===== config.mk =====
export PLATFORM = sky130hd
export DESIGN_NAME = spr_line_sched
export DESIGN_NICKNAME = d
export VERILOG_FILES = /design/src/rtl/spr_line_sched.sv
export SDC_FILE = /design/constraint.sdc
export NUM_CORES = 1
export LEC_CHECK = 0
export ABC_AREA = 1
export BUFFER_PORTS_ARGS = -buffer_cell sky130_fd_sc_hd__buf_2
export CAP_MARGIN = 10
export CORE_MARGIN = 2
export CORE_UTILIZATION = 60
export CTS_CLUSTER_DIAMETER = 40
export CTS_CLUSTER_SIZE = 28
export DETAILED_ROUTE_END_ITERATION = 8
export PLACE_DENSITY = 0.84
export RECOVER_POWER = 25
export SYNTH_ARGS = -nofsm -noshare
export SYNTH_HDL_FRONTEND = slang
export SYNTH_SLANG_ARGS = --single-unit
export TNS_END_PERCENT = 50

===== constraint.sdc =====
create_clock -name VCLKx8 -period 4.1 [get_ports VCLKx8]
set_clock_uncertainty 0.15 [all_clocks]
set_input_delay 0.615 -clock VCLKx8 [delete_from_list [all_inputs] [get_ports VCLKx8]]
set_output_delay 0.615 -clock VCLKx8 [all_outputs]
set_load 0.02 [all_outputs]

===== src/rtl/spr_line_sched.sv =====
// Purpose : per-scanline sprite evaluation; scans one attribute bank and queues a render
//           descriptor for each sprite covering the target line.
// Latency : a miss takes 2 cycles (RY,CY) and a hit takes 5 cycles (RY,CY,CX,CA,CC). A push
//           into an empty queue shows on ENT_VLD the following cycle.
// Backpressure: when the descriptor queue is full, the scan parks in HOLD with SAAD frozen.
//           A pop frees a slot for the next cycle, not for the same cycle.
// Ports   : VCLKx8/RESET clock and async reset; LSTART/SPVP/BANK start a line scan;
//           SAAD/SATD sprite RAM read port (1-cycle latency); ENT_* descriptor valid/ready
//           output; HITS/OVF/LDONE per-line status.
module spr_line_sched #(
   parameter int SPRITES  = 48,
   parameter int FIFO_DEP = 8,
   parameter int MAX_HITS = 16
) (
   input  logic        VCLKx8,
   input  logic        RESET,
   input  logic        LSTART,
   input  logic [8:0]  SPVP,
   input  logic        BANK,
   output logic [11:0] SAAD,
   input  logic [7:0]  SATD,
   output logic        ENT_VLD,
   input  logic        ENT_RDY,
   output logic [8:0]  ENT_CODE,
   output logic [3:0]  ENT_COLOR,
   output logic        ENT_FX,
   output logic        ENT_FY,
   output logic [8:0]  ENT_X,
   output logic [3:0]  ENT_LY,
   output logic [4:0]  HITS,
   output logic        OVF,
   output logic        LDONE
);

   typedef struct packed {
      logic [8:0] code;
      logic [3:0] color;
      logic       fx;
      logic       fy;
      logic [8:0] x;
      logic [3:0] ly;
   } ent_t;

   localparam int AW = $clog2(FIFO_DEP);
   localparam logic [6:0] SPR_CNT = 7'(SPRITES);
   localparam logic [4:0] HIT_MAX = 5'(MAX_HITS);

   localparam logic [2:0] S_IDLE = 3'd0;
   localparam logic [2:0] S_RY   = 3'd1;
   localparam logic [2:0] S_CY   = 3'd2;
   localparam logic [2:0] S_CX   = 3'd3;
   localparam logic [2:0] S_CA   = 3'd4;
   localparam logic [2:0] S_CC   = 3'd5;
   localparam logic [2:0] S_HOLD = 3'd6;
   localparam logic [2:0] S_DONE = 3'd7;

   logic [2:0]  state;
   logic [8:0]  spvp_q;
   logic        bank_q;
   logic [5:0]  sano;
   logic [3:0]  ht_q;
   logic [7:0]  x_q;
   logic [7:0]  attr_q;
   ent_t        hold_q;
   logic [4:0]  hits_q;
   logic        ovf_q;
   logic [AW:0] wr_ptr;
   logic [AW:0] rd_ptr;
   ent_t        mem [FIFO_DEP];

   logic [8:0]  ht;
   logic        y_hit;
   ent_t        cc_ent;
   ent_t        push_ent;
   ent_t        head;
   logic        fifo_full;
   logic        fifo_empty;
   logic        push;
   logic        pop;
   logic [6:0]  sano_inc;
   logic [4:0]  hits_inc;
   logic        push_done;
   logic [1:0]  saof;

   // Line offset from sprite top: a sprite covers the line when ht is in -16..-1.
   assign ht    = {1'b0, SATD} - spvp_q;
   assign y_hit = (SATD != 8'h00) && (ht[8:4] == 5'b11111);

   always_comb begin
      cc_ent       = '0;
      cc_ent.code  = {attr_q[6], SATD};
      cc_ent.color = attr_q[3:0];
      cc_ent.fx    = attr_q[4];
      cc_ent.fy    = attr_q[5];
      cc_ent.x     = {1'b0, x_q} - {attr_q[7], 8'h00};
      cc_ent.ly    = ht_q ^ {4{~attr_q[5]}};
   end

   assign fifo_empty = (wr_ptr == rd_ptr);
   assign fifo_full  = (wr_ptr[AW] != rd_ptr[AW]) && (wr_ptr[AW-1:0] == rd_ptr[AW-1:0]);
   assign push_ent   = (state == S_CC) ? cc_ent : hold_q;
   // Fullness comes from registered pointers, so a same-cycle pop never admits a push.
   assign push       = !LSTART && ((state == S_CC) || (state == S_HOLD)) && !fifo_full;
   assign pop        = !LSTART && !fifo_empty && ENT_RDY;
   assign sano_inc   = {1'b0, sano} + 7'd1;
   assign hits_inc   = hits_q + 5'd1;
   assign push_done  = (sano_inc == SPR_CNT) || (hits_inc == HIT_MAX);

   // The CY address is issued speculatively. On a miss the next sprite's RY overrides it,
   // so the X byte read that results is simply unused.
   always_comb begin
      saof = 2'd0;
      SAAD = 12'h000;
      case (state)
         S_RY:                saof = 2'd3;
         S_CY:                saof = 2'd2;
         S_CX:                saof = 2'd1;
         default:             saof = 2'd0;
      endcase
      if (state != S_IDLE && state != S_DONE)
         SAAD = {3'b000, bank_q, sano, saof};
   end

   assign head      = mem[rd_ptr[AW-1:0]];
   assign ENT_VLD   = !fifo_empty;
   assign ENT_CODE  = ENT_VLD ? head.code  : 9'h000;
   assign ENT_COLOR = ENT_VLD ? head.color : 4'h0;
   assign ENT_FX    = ENT_VLD ? head.fx    : 1'b0;
   assign ENT_FY    = ENT_VLD ? head.fy    : 1'b0;
   assign ENT_X     = ENT_VLD ? head.x     : 9'h000;
   assign ENT_LY    = ENT_VLD ? head.ly    : 4'h0;
   assign HITS      = hits_q;
   assign OVF       = ovf_q;
   assign LDONE     = ((state == S_IDLE) || (state == S_DONE)) && fifo_empty;

   always_ff @(posedge VCLKx8) begin
      if (push)
         mem[wr_ptr[AW-1:0]] <= push_ent;
   end

   always_ff @(posedge VCLKx8 or posedge RESET) begin
      if (RESET) begin
         state  <= S_IDLE;
         spvp_q <= '0;
         bank_q <= 1'b0;
         sano   <= '0;
         ht_q   <= '0;
         x_q    <= '0;
         attr_q <= '0;
         hold_q <= '0;
         hits_q <= '0;
         ovf_q  <= 1'b0;
         wr_ptr <= '0;
         rd_ptr <= '0;
      end else if (LSTART) begin
         // A line start wins over everything: the old line's work is discarded.
         state  <= S_RY;
         spvp_q <= SPVP;
         bank_q <= BANK;
         sano   <= '0;
         hits_q <= '0;
         ovf_q  <= 1'b0;
         wr_ptr <= '0;
         rd_ptr <= '0;
      end else begin
         if (pop)
            rd_ptr <= rd_ptr + 1'b1;
         if (push) begin
            wr_ptr <= wr_ptr + 1'b1;
            hits_q <= hits_inc;
            sano   <= sano_inc[5:0];
            if (hits_inc == HIT_MAX)
               ovf_q <= 1'b1;
         end
         case (state)
            S_RY: state <= S_CY;
            S_CY: begin
               if (y_hit) begin
                  ht_q  <= ht[3:0];
                  state <= S_CX;
               end else begin
                  sano  <= sano_inc[5:0];
                  state <= (sano_inc == SPR_CNT) ? S_DONE : S_RY;
               end
            end
            S_CX: begin
               x_q   <= SATD;
               state <= S_CA;
            end
            S_CA: begin
               attr_q <= SATD;
               state  <= S_CC;
            end
            S_CC, S_HOLD: begin
               if (push)
                  state <= push_done ? S_DONE : S_RY;
               else begin
                  if (state == S_CC)
                     hold_q <= cc_ent;
                  state <= S_HOLD;
               end
            end
            default: ;
         endcase
      end
   end

endmodule


==> metrics.md <==
| Metric | Value |
|---|---|
| Outcome | `complete, but fails checks` |
| # hold bufs at CTS | `0` |
| Footprint of the multi-input gates | `3641 um^2` |
| # nets final | `1315` |
| R2R Path Start | `rd_ptr[0]` |
| Critical path class | `reg -> out` |
| Synth Area in Simple Gates | `0.1306` |
| Die width | `151.5 um` |
| Die area | `22940 um^2` |
| CP Capture Type | `output pin` |
| CP max FO | `77` |
| Overall power | `10.97 mW` |
| Clk sinks | `305` |
| Fillers | `1365` |
| Total CTS buffers | `34` |
| Number of port buffers | `66` |
| CTS H-tree lvls | `2` |
| Combinational share of power | `0.331` |
| Asr flop ratio synth | `0.2656` |
| Violated checks | `capacitance limit, slew limit` |
| Final cell count without fillers | `1580` |
| Setup tns final | `0 ps` |
| Largest family of logic cells by synthesized area | `simple AND/OR/NAND/NOR gates` |
| Minimum clock period | `3743 ps` |
| Fin Hold WS | `173.6 ps` |
| Routed wire length | `28.74 mm` |
| Mux cell area share after synthesis | `0` |
| CTS clock-pin slew for the worst setup and hold paths | `60 ps` |
| Fmax | `0.2672 GHz` |
| Post-synthesis compound-gate area fraction | `0.1264` |
| Switching power share of the total | `0.3744` |
| Yosys reg bits | `305` |
| Post-synth EDFFs | `224` |
| GPL Wtd Cong | `0.8005` |
| Psw | `4.107 mW` |
| Clock group share of total power | `0.278` |
| Io pins | `70` |
| XOR/XNOR share of the synthesized area | `0.006617` |
| Worst-Margin Slew | `2421 ps` |
| Synth Warn # | `0` |
| Max-Slew Margin vs Limit | `-0.6228` |
| Max-slew violations | `56` |
| Post-CTS Setup Bufs | `0` |
| Core Util, Final | `0.6966` |
| CTS-repair resized insts | `0` |
| Initial core utilization | `0.6167` |
| Max Cap Viol | `1` |
| Power density of the placed cells | `744.5 nW/um^2` |
| Synth Area per Inst | `10.68 um^2` |
| Sequential cell area | `8758 um^2` |
| Worst reg2reg path depth | `7` |
| Worst vdd ir | `0.4272 mV` |
| Cells after synthesis | `1222` |
| Crit. Startpoint | `rd_ptr[0]` |
| Hold Path Depth | `3` |
| R2R Setup Slk | `1410 ps` |
| RSZ-0062 raised after global routing | `false` |
| GRT Total Usage | `0.2559` |
| DRT iter0 DRCs | `976` |
| Wirelength per Cell | `18.19 um` |
| Crit start category | `flip-flop` |
| Seq pwr share | `0.392` |
| CTS Root Buffer Type | `clkbuf_16` |
| Vias per cell | `5.861` |
| Final worst-path cycle share | `0.9128` |
| Synthesized cell area | `13050 um^2` |
| Maximum buffer depth of the clock tree | `3` |
| Reg2reg end | `hold_q[18]` |
| Core box area | `21150 um^2` |
| CTS tree | `yes` |
| Clock Latency Late Sink | `520 ps` |
| Post-DRT Antenna Nets | `0` |
| Placed Instances | `1518` |
| Distinct cells, synth | `35` |
| Area grow syn2layout | `12.95%` |
| Worst Path Required | `3340 ps` |
| Final setup fails | `0` |
| WP data arrival | `2980 ps` |
| Final hold vios | `0` |
| # diodes | `0` |
| Vias in the first global route | `9000` |
| Via Count | `9261` |
| Post-DP HPWL | `16.08 mm` |
| Initial antenna violation count | `0` |
| Post-route DRC | `0` |
| Min-Delay Path Class | `in -> reg` |
| Global-route wire length before repair | `44.89 mm` |
| Post-Synth Adder-Cell Area | `0.01400` |
| Most used DFF post-synth | `edfxtp_1` |
| GRT Residual Overflow | `0` |
| Seq/Total Area, Yosys | `0.6710` |
| Rows | `53` |
| Router iterations before antenna repair | `5` |
| Pleak | `5.717 nW` |
| Largest net degree at the start of global routing | `78` |
| Internal power | `6.864 mW` |
| Layout cell share with drive strength beyond 1 | `0.1318` |
| Worst setup path end | `ENT_LY[3]` |
| Die Ht | `151.5 um` |
## worst min-delay path by stage
| stage | startpoint | endpoint | slack (ps) |
|---|---|---|---|
| after floorplan | spvp_q[0] | spvp_q[0] | 300 |
| after global placement | attr_q[4] | attr_q[4] | 320 |
| after detailed placement | attr_q[0] | attr_q[0] | 330 |
| after CTS | RESET | hold_q[4] | 160 |
| after global routing | SPVP[7] | spvp_q[7] | 180 |
| final | SPVP[0] | spvp_q[0] | 170 |
## per-layer routing
| metal | wire length (um) | GRT usage |
|---|---|---|
| met1 | 11180 | 0.3363 |
| met2 | 14080 | 0.4249 |
| met5 | 0 | 0 |
| met3 | 2595 | 0.04311 |
| met4 | 885 | 0.1131 |
## state kept, by name, summed over array words and instances, names as in the netlist, 3 cells and up
signal  cells
attr_q      8
HITS        5
wr_ptr      4
sano        6
x_q         8
mem       224
state       3
ht_q        4
hold_q     28
rd_ptr      4
spvp_q      9
## cell usage in the layout (no fill, tap or decap), drive strengths merged, types with 3 or more instances in the layout
cell,instances
o22ai,28
or2,3
clkinv,12
xor2,4
inv,97
nand2,172
a31oi,30
ha,13
dfrtp,81
edfxtp,224
nor2,217
nand4,5
buf,78
xnor2,5
conb,3
nand3b,3
clkbuf,48
o21ai,234
nand3,21
nor3,6
clkinvlp,5
a21oi,11
## synthesized netlist by cell type, types with 14 or more instances
master    instances  area, um^2
edfxtp_1        224        6726
nand2_1         167       626.9
clkbuf_1         44       165.2
dfrtp_1          81        2027
o22ai_1          28       175.2
inv_1            88       330.3
o21ai_1          22       110.1
buf_2            14       70.07
nor2_1          214       803.3
nand3_1          21       105.1
a31oi_1          30       187.7
o21ai_0         202        1011
## critical path: stages (launching register included)
cell	delay (ps)
dfrtp_4	690
buf_4	690
o21ai_0	240
o22ai_1	220
o21ai_0	110
a31oi_1	260
buf_2	220
## power groups by stage
stage / Sequential [mW] / Combinational, mW / Clock [mW]
after global placement: 4.33 / 3.41 / 0
after CTS: 4.29 / 3.61 / 3.08
after floorplan: 4.24 / 2.57 / 0
after detailed placement: 4.35 / 3.56 / 0
after global routing: 4.33 / 4.00 / 3.21
final: 4.30 / 3.63 / 3.04
## metrics by stage
step / worst slack (ps) / area (um^2)
after floorplan: 1096 / 13050
after global placement: 1027 / 13610
after detailed placement: 980.0 / 13610
after CTS: 371.0 / 14770
after global routing: 260.7 / 14740
final: 357.4 / 14740
## layout make-up
class / instances / area share
flip-flops and latches: 305 / 0.5944
multi-input cells: 759 / 0.2471
clock buffers: 40 / 0.06428
repair buffers: 86 / 0.03261
inverters: 93 / 0.02378
well taps: 275 / 0.02335
clock inverters: 22 / 0.01452
## logic make-up after synthesis
kind of cell	after synthesis
AO/OA/AOI/OAI	306
AND/OR/NAND/NOR	427
XOR/XNOR	9
flip-flops	305
buffers and inverters	160
other	1
adder cells (fa/ha/maj)	14
Note: power is estimated with default switching activity, not from simulation.
